==> config.mk <==
export PLATFORM = sky130hd
export DESIGN_NAME = mouse_reader
export DESIGN_NICKNAME = d
export VERILOG_FILES = /design/src/rtl/mouse_reader.sv
export SDC_FILE = /design/constraint.sdc
export NUM_CORES = 1
export LEC_CHECK = 0
export ABC_CLOCK_PERIOD_IN_PS = 4600
export CORE_MARGIN = 8
export CORE_UTILIZATION = 40
export CTS_BUF_LIST = sky130_fd_sc_hd__clkbuf_16
export CTS_CLUSTER_SIZE = 12
export DETAILED_ROUTE_END_ITERATION = 10
export MAX_ROUTING_LAYER = met4
export PLACE_DENSITY = 0.61
export SLEW_MARGIN = 10
export SYNTH_ARGS = -nofsm -noshare
export SYNTH_HDL_FRONTEND = slang
export SYNTH_SLANG_ARGS = --single-unit
==> constraint.sdc <==
create_clock -name clock -period 4.6 [get_ports clock]
set_input_delay 1.15 -clock clock [delete_from_list [all_inputs] [get_ports clock]]
set_output_delay 1.15 -clock clock [all_outputs]
set_load 0.05 [all_outputs]
==> src/rtl/mouse_reader.sv <==
// Polls a nibble-serial mouse by toggling rts and sampling d once per edge.
// Define MOUSE_READER_ACCUM_EN to accumulate the raw deltas into xaxis/yaxis.
module mouse_reader #(
   parameter int SETTLE = 16,
   parameter int GAP    = 1600
) (
   input  logic       clock,
   input  logic       reset,
   input  logic       ce1M0,
   input  logic       start,
   output logic       rts,
   input  logic [3:0] d,
   output logic       busy,
   output logic       valid,
   output logic [7:0] dx,
   output logic [7:0] dy,
   output logic [7:0] xaxis,
   output logic [7:0] yaxis
);

   localparam int GW = $clog2(GAP + 1);
   localparam int SW = $clog2(SETTLE + 1);
   localparam logic [GW-1:0] GAP_MAX     = GW'(GAP);
   localparam logic [SW-1:0] SETTLE_LAST = SW'(SETTLE - 1);

   typedef enum logic [1:0] {ST_IDLE, ST_PEND, ST_SETTLE, ST_DONE} state_t;

   state_t        state;
   logic [GW-1:0] gap_cnt;
   logic [SW-1:0] settle_cnt;
   logic [1:0]    idx;
   logic [15:0]   nib;
   logic          toggle;

   // Every rts edge, whether it opens a frame or advances the index.
   assign toggle = ce1M0 &&
                   ((state == ST_PEND && gap_cnt == GAP_MAX) ||
                    (state == ST_SETTLE && settle_cnt == SETTLE_LAST && idx != 2'd3));

   always_ff @(posedge clock) begin
      if (reset)
         gap_cnt <= '0;
      else if (toggle)
         gap_cnt <= '0;
      else if (ce1M0 && gap_cnt != GAP_MAX)
         gap_cnt <= gap_cnt + 1'b1;
   end

   always_ff @(posedge clock) begin
      if (reset) begin
         state      <= ST_IDLE;
         rts        <= 1'b0;
         busy       <= 1'b0;
         valid      <= 1'b0;
         dx         <= '0;
         dy         <= '0;
         idx        <= '0;
         nib        <= '0;
         settle_cnt <= '0;
`ifdef MOUSE_READER_ACCUM_EN
         xaxis      <= '0;
         yaxis      <= '0;
`endif
      end else begin
         valid <= 1'b0;
         case (state)
            ST_IDLE: begin
               // A start coinciding with the valid pulse is dropped.
               if (start && !valid) begin
                  state <= ST_PEND;
                  busy  <= 1'b1;
               end
            end
            ST_PEND: begin
               if (toggle) begin
                  rts        <= ~rts;
                  idx        <= '0;
                  settle_cnt <= '0;
                  state      <= ST_SETTLE;
               end
            end
            ST_SETTLE: begin
               if (ce1M0) begin
                  if (settle_cnt == SETTLE_LAST) begin
                     // Nibble 0 lands in the top of nib, nibble 3 in the bottom.
                     nib[{~idx, 2'b00} +: 4] <= d;
                     settle_cnt              <= '0;
                     if (idx == 2'd3) begin
                        state <= ST_DONE;
                     end else begin
                        rts <= ~rts;
                        idx <= idx + 2'd1;
                     end
                  end else begin
                     settle_cnt <= settle_cnt + 1'b1;
                  end
               end
            end
            ST_DONE: begin
               dx    <= nib[15:8];
               dy    <= nib[7:0];
               valid <= 1'b1;
               busy  <= 1'b0;
               state <= ST_IDLE;
`ifdef MOUSE_READER_ACCUM_EN
               // Device convention: X = old - new, Y = new - old.
               xaxis <= xaxis - nib[15:8];
               yaxis <= yaxis + nib[7:0];
`endif
            end
            default: state <= ST_IDLE;
         endcase
      end
   end

`ifndef MOUSE_READER_ACCUM_EN
   assign xaxis = 8'h00;
   assign yaxis = 8'h00;
`endif

endmodule

# == Word level (Yosys, flattened, before mapping) ==
# Cells that the tools add are included.
# totals
register_bits,55
inputBits,8
out_inout_bits,35
elab_cells,73
# op_classes
n_addsub,4
eq_ne,14
n_shift,2
mux,24
n_bitwise,2
reduce_logical,17
# op_table
op,n
2-to-1 mux 2 bit,9
bitwise mux 16 bit,1
"variable shift 4 x 6 -> 16 bit, first input constant",1
variable part select 4 x 6 -> 16 bit,1
2-to-1 mux 5 bit,3
"adder 11 x 1 -> 11 bit, second input constant",1
"equality test 11 bit, second input constant",1
"inequality test 11 bit, second input constant",1
"inequality test 2 bit, second input constant",5
case mux 5 bit (2 select lines),1
AND reduction 5 bit,2
case mux 2 bit (4 select lines),1
"equality test 2 bit, second input constant",3
logical AND 1 bit,6
2-to-1 mux 1 bit,6
negator 4 -> 6 bit,1
AND reduction 3 bit,2
"adder 5 x 1 -> 5 bit, second input constant",1
"equality test 5 x 4 -> 1 bit, second input constant",1
"inequality test 2 x 1 -> 1 bit, second input constant",2
case mux 1 bit (2 select lines),2
case mux 2 bit (2 select lines),1
nonzero test 2 bit,2
"adder 2 x 1 -> 2 bit, second input constant",1
other kinds (8),8

# == Depth between registers and ports, before layout ==
# Gate-level depths: netlist (run 1).
# logic_depth
depth_word,7
mapped_depth,9
depth_no_buf,7

# == Least setup slack after synthesis (run 1) ==
# Ideal clock, no wire load.
# synth_path
path_kind,in2reg
from,in ce1M0
to,reg rts
setup_ns,0.123
arrival_time_ns,2.250
required_time_ns,4.477
slack_ns,2.227
stages,5
path_buffers,1
path_cell_list,clkbuf_1 -> o21ai_0 -> a31oi_2 -> nand2_2 -> mux2_1
# synth_between
elab_chain_len,3
# synth_lines
item,line,rtl
"start, declared",9,"input logic ce1M0,"
logical AND 1 bit,36,assign toggle = ce1M0 &&
inequality test 2 bit (no source line),-,
AND reduction 5 bit (no source line) (*),-,
"end signal, assigned",76,rts <= ~rts;
"end signal, assigned",91,rts <= ~rts;
"end, declared",11,"output logic rts,"
# Mark *: on every way between the ends. The rest lies on a longest branch, timed or not.
# A chain may end at the register's enable or synchronous reset.

# == Final worst setup path (run 1) ==
# layout_path
from,in reset
to,reg gap_cnt[7]
# layout_between
elab_chain_len,1
# layout_lines
item,line,rtl
"start, declared",8,"input logic reset,"
OR reduction 2 bit (no source line),-,
"end signal, assigned",46,gap_cnt <= gap_cnt + 1'b1;
"end, declared",29,logic [GW-1:0] gap_cnt;
# No other way between the ends.

==> results of run 1 <==
## path summary, 6_finish.rpt
check | start | endpoint | slack [ps] | cells after the start
max | reset | gap_cnt[7] | 1880 | 5
min | nib[10] | nib[10] | 460 | 2
max reg2reg | state[0] | gap_cnt[7] | 2330 | 6
min reg2reg | nib[10] | nib[10] | 460 | 2
## flip-flops by register name, indices dropped and copies added (netlist names)
register and flops:
nib 16, gap_cnt 11, dx 8, dy 8
settle_cnt 5, idx 2, state 2, busy 1
rts 1, valid 1
## final cells by class
type,count,share of cell area (%)
Clock buffer,5,4.20
Tap cell,77,3.23
Clock inverter,3,0.714
Timing Repair Buffer,28,9.24
Sequential cell,55,37.0
Multi-Input combinational cell,214,44.5
Inverter,9,1.13
## metal layers
metal	track usage, %	vias to the layer above
li1	-	1017
met1	12.5	903
met2	19.5	27
met3	3.98	6
met4	4.87	0
met5	-	-
## power groups by stage
stage          sequential, mW  clock, mW  combinational (mW)
3_3_place_gp            0.518          0               0.253
6_report                0.507      0.381               0.253
5_1_grt                 0.510      0.414               0.278
3_5_place_dp            0.518          0               0.256
2_1_floorplan           0.538          0               0.193
4_1_cts                 0.507      0.396               0.256
## worst max-delay path: stages
cell and delay (ps):
clkdlybuf4s50_1 450, buf_4 360, clkinv_1 350, o221ai_1 420, nor2_1 120
## cell families after synthesis
logic type	after synthesis
and+or+nand+nor	122
DFF	55
AOI/OAI and AO/OA	37
buffers and inverters	37
muxes	20
adders and majority gates	11
xor gates and xnor gates	8
other	1
## layout by cell type (no fill, tap or decap), types with 6 or more instances in the layout
cell / count
mux2i_1: 19
inv_1: 8
a21oi_1: 25
nand3_1: 10
clkdlybuf4s50_1: 26
dfxtp_1: 55
ha_1: 11
nor2_1: 32
xor2_1: 6
conb_1: 16
nand4_1: 19
nand2_1: 36
## stage by stage
stage          setup WS [ps]  total power, mW  hold slack, ps  std cells  utilization [%]
3_3_place_gp            1560            0.771             446        383             45.1
2_1_floorplan           2230            0.731             407        306                -
6_report                1880             1.14             458        391             47.5
5_1_grt                 1660             1.20             475        391             47.5
4_1_cts                 1810             1.16             461        391             47.5
3_5_place_dp            1500            0.774             448        383             45.1
==> flow_summary.yaml, run 1 <==
setup_path:
  worstSetupStartpointType: "input port"
  end_kind: "flop"
  required_ps: 4750
  path_max_fanout: 41
  critPathArrivalTime_ps: 2870
  crit_type: "in -> reg"
pwr:
  power_density_mw_per_mm2: 383
  switching_share_pct: 30.7
  irDropWorstVdd_v: 0.000200
  intPower_uw: 790
  seqPwrFrac_pct: 44.5
  leakagePower_nw: 1.07
  comb_power_share_pct: 22.2
  pwr-share-clk_pct: 33.4
  p_sw_uw: 351
synthesis:
  synth.most_common_cell: "dfxtp_1"
  ys_types: 44
  synth_top_cell_area_share_pct: 42.8
  synth_xor_area_share_pct: 2.72
  synth_edf_count: 0
  yosys.area.top_type: "dfxtp_1"
  synth_warnings: 0
  postSynthCellCount: 291
  synth_mux_area_share_pct: 7.83
  synth_commonest_cells: "55 x dfxtp_1, 36 x nand2_1, 32 x nor2_1"
  synth_ff_type: "dfxtp_1"
  yosysSeqAreaShare_pct: 42.8
  avgSynthCellArea_um2: 8.84
  synth_top_family_by_area: "simple AND/OR/NAND/NOR gates"
  synth-compound-area-share_pct: 8.27
  netlist_top_cells_area: "dfxtp_1 43%, mux2i_1 7.4%, ha_1 5.4%, nand2_1 5.3%, a21oi_1 4.9%"
  ys_ff_latch: 55
  synthSimpleGateAreaFrac_pct: 25.0
  synthArstFlopShare_pct: 0
  synth_fa_ha_area_share_pct: 5.35
  netlist_area_mm2: 0.00257
sta:
  hold_violations: 0
  setup_viol: 0
  fmax_mhz: 367
  setup_tns_ps: 0
  fin_crit_ps: 2720
  fin_worst_skew_ps: 7.90
  maxSlewHeadroom_pct: 34.1
  fin_crit_sh_pct: 59.2
  worstMarginPinSlew_ps: 988
  grt_setup_unrepaired: "no"
  drv_slew: 0
global_route:
  grt_max_degree: 42
  grt_pass1_vias: 1952
  gr-total-overflow: 0
  grtUsageTotal_pct: 11.7
  antenna_found_initial: 0
  grt_pass1_wl_mm: 8.44
drt:
  wl_per_cell_um: 12.5
  viasPerCell: 4.99
  highest_layer: "met4"
  drc: 0
  drt-initial-drc-count: 86
  dr_wl_met2_mm: 2.30
  final_antenna_net_count: 0
  vias: 1953
  met3_length_um: 226
  met1Wirelength_mm: 2.30
  firstDrtPassIters: 4
  wirelength_mm: 4.90
clock_network:
  clkLatencyLatePin_ps: 300
  cts-root-buf: "clkbuf_16"
  numCtsBuffers: 5
  tritoncts: "built"
  cts_setup_buffers: 0
  clock_path_buffers: 2
  cts-hold-fix-buffers: 0
  clkSlewWorstSetupHoldPaths_ps: 70
  cts_resized: 0
  htree_levels: 2
  clock_sinks: 55
final_layout:
  n_fill_cell: 612
  regArea_mm2: 0.00110
  multi_input_area_mm2: 0.00133
  final_cell_area_mm2: 0.00298
  nets: 332
  antenna_cells: 0
  drive_gt1_share_pct: 5.10
  syn_to_final_growth_pct: 15.8
run:
  drv_cap: 0
floorplanning:
  rows: 29
  die_h_um: 96.2
  start_util_pct: 41.0
  coreArea_mm2: 0.00628
  die-width_um: 96.2
  dieArea_mm2: 0.00925
  ioPinCount: 43
placed_design:
  gp_congestion: 0.768
  place_area_mm2: 0.00283
  dpl.hpwl_mm: 3.48
  portBuffers: 26
min_path:
  worstHoldPathType: "reg -> reg"
outcome:
  status: "complete, no violations"
No activity file was read; power rests on OpenSTA's default activity.
==> run 2: changes to the inputs <==
--- a/config.mk
+++ b/config.mk
@@ -5,7 +5,7 @@
 export SDC_FILE = /design/constraint.sdc
 export NUM_CORES = 1
 export LEC_CHECK = 0
-export ABC_CLOCK_PERIOD_IN_PS = 4600
+export ABC_CLOCK_PERIOD_IN_PS = 2750
 export CORE_MARGIN = 8
 export CORE_UTILIZATION = 40
 export CTS_BUF_LIST = sky130_fd_sc_hd__clkbuf_16
==> constraint.sdc (replaced) <==
create_clock -name clock -period 2.75 [get_ports clock]
set_input_delay 0.6875 -clock clock [delete_from_list [all_inputs] [get_ports clock]]
set_output_delay 0.6875 -clock clock [all_outputs]
set_load 0.05 [all_outputs]
==> run 2 against run 1 <==
  * Flip-flop and latch count unchanged
  * Sequential power rose by 67%
  * Via count increased by 2.0%
  * Highest routed layer unchanged
==> flow_summary.yaml, run 2 (same netlist as run 1, synthesis figures left out) <==
final_layout:
  syn_to_final_growth_pct: 17.0
  nets: 336
  largest_reg_flops: 16
  top_register: "nib"
  drive_gt1_share_pct: 6.29
  mostFrequentLayoutCell: "dfxtp_1"
  reg_top3: "nib (16), gap_cnt (11)"
  antenna_cells: 0
  mostFrequentLayoutCells: "55 x dfxtp_1, 36 x nand2_1, 32 x nor2_1"
  final_cell_area_mm2: 0.00301
floorplanning:
  start_util_pct: 41.0
  die_h_um: 96.2
  dieArea_mm2: 0.00925
  die-width_um: 96.2
  ioPinCount: 43
  coreArea_mm2: 0.00628
  rows: 29
sta:
  setup_viol: 0
  maxSlewHeadroom_pct: 65.5
  drv_slew: 0
  fin_crit_sh_pct: 78.4
  fmax_mhz: 464
  fin_crit_ps: 2160
  setup_tns_ps: 0
  worstMarginPinSlew_ps: 516
  fin_worst_skew_ps: 7.34
  hold_violations: 0
  grt_setup_unrepaired: "no"
clock_network:
  clock_path_buffers: 2
  clock_sinks: 55
  htree_levels: 2
  clkLatencyLatePin_ps: 290
  cts_setup_buffers: 0
  numCtsBuffers: 5
  clkSlewWorstSetupHoldPaths_ps: 70
  cts-hold-fix-buffers: 0
  cts_resized: 0
  cts-root-buf: "clkbuf_16"
  tritoncts: "built"
setup_path:
  crit_type: "reg -> out"
  required_ps: 2060
  critPathArrivalTime_ps: 1470
  cp_slowest_cell: "clkdlybuf4s50_1"
  crit_path_max_incr_delay_ps: 830
  path_buf_inv: 1
  crit_family: "buffers and inverters"
  end_kind: "output port"
  worstPathCellList: "clkdlybuf4s50_1"
  path_max_fanout: 3
  worstSetupStartpointType: "flop"
placed_design:
  portBuffers: 26
  dpl.hpwl_mm: 3.67
  gp_congestion: 0.795
  place_area_mm2: 0.00286
drt:
  drt-initial-drc-count: 68
  wirelength_mm: 5.16
  final_antenna_net_count: 0
  vias: 1992
  wl_per_cell_um: 13.1
  firstDrtPassIters: 4
  drc: 0
  viasPerCell: 5.04
run:
  drv_cap: 0
global_route:
  grt_max_degree: 41
  grtUsageTotal_pct: 12.2
  gr-total-overflow: 0
  grt_pass1_wl_mm: 8.85
  antenna_found_initial: 0
  grt_pass1_vias: 2036
min_path:
  worstHoldPathType: "reg -> reg"
pwr:
  comb_power_share_pct: 22.7
  intPower_mw: 1.33
  pwr-share-clk_pct: 32.9
  p_sw_uw: 582
  seqPwrFrac_pct: 44.4
  power_density_mw_per_mm2: 635
  irDropWorstVdd_v: 0.000273
  switching_share_pct: 30.5
  leakagePower_nw: 1.09
outcome:
  status: "complete, no violations"
==> run 2: cell types whose count changed in the layout (fill, tap and decap cells not counted), sizes merged <==
| cell | delta |
|---|---|
| buf | +4 |
==> run 2: power by group through the flow <==
stage	Combinational, mW	Sequential (mW)	Clock [mW]
finish	0.434	0.848	0.629
global route	0.480	0.852	0.686
CTS	0.435	0.848	0.653
detailed placement	0.435	0.867	0
global placement	0.429	0.865	0
floorplan	0.322	0.900	0
==> run 2: path summary, 6_finish.rpt <==
check	start	slack, ps	cells after the start	endpoint
worst max-delay path	rts	590	1	rts
worst min-delay path	settle_cnt[4]	450	2	settle_cnt[4]
worst max register to register	settle_cnt[0]	650	6	state[0]
worst min register to register	settle_cnt[4]	450	2	settle_cnt[4]
==> run 2: routing by layer <==
metal  GRT usage [%]  up-vias  part of all wire, %
li1                -     1023                    -
met1            12.7      921                   44
met2            21.9       43                   51
met3            2.73        5                  4.0
met4            4.48        0                 0.91
met5               -        -                    0
==> run 2: final cells by class <==
class,count,area (um^2)
clock buffer,5,125
clock inverter,3,21.3
fill,633,3270
inverter,9,33.8
multi-input combinational,214,1330
sequential,55,1100
tap,77,96.3
timing repair buffer,32,305
==> run 2: per-stage QoR <==
stage | hold slack (ps) | cells | power (mW) | utilization, % | worst slack [ps]
2_1_floorplan | 407 | 306 | 1.22 | - | 797
3_3_place_gp | 436 | 387 | 1.29 | 45.6 | 464
3_5_place_dp | 432 | 387 | 1.30 | 45.6 | 433
4_1_cts | 449 | 395 | 1.94 | 47.9 | 577
5_1_grt | 472 | 395 | 2.02 | 47.9 | 517
6_report | 449 | 395 | 1.91 | 47.9 | 593
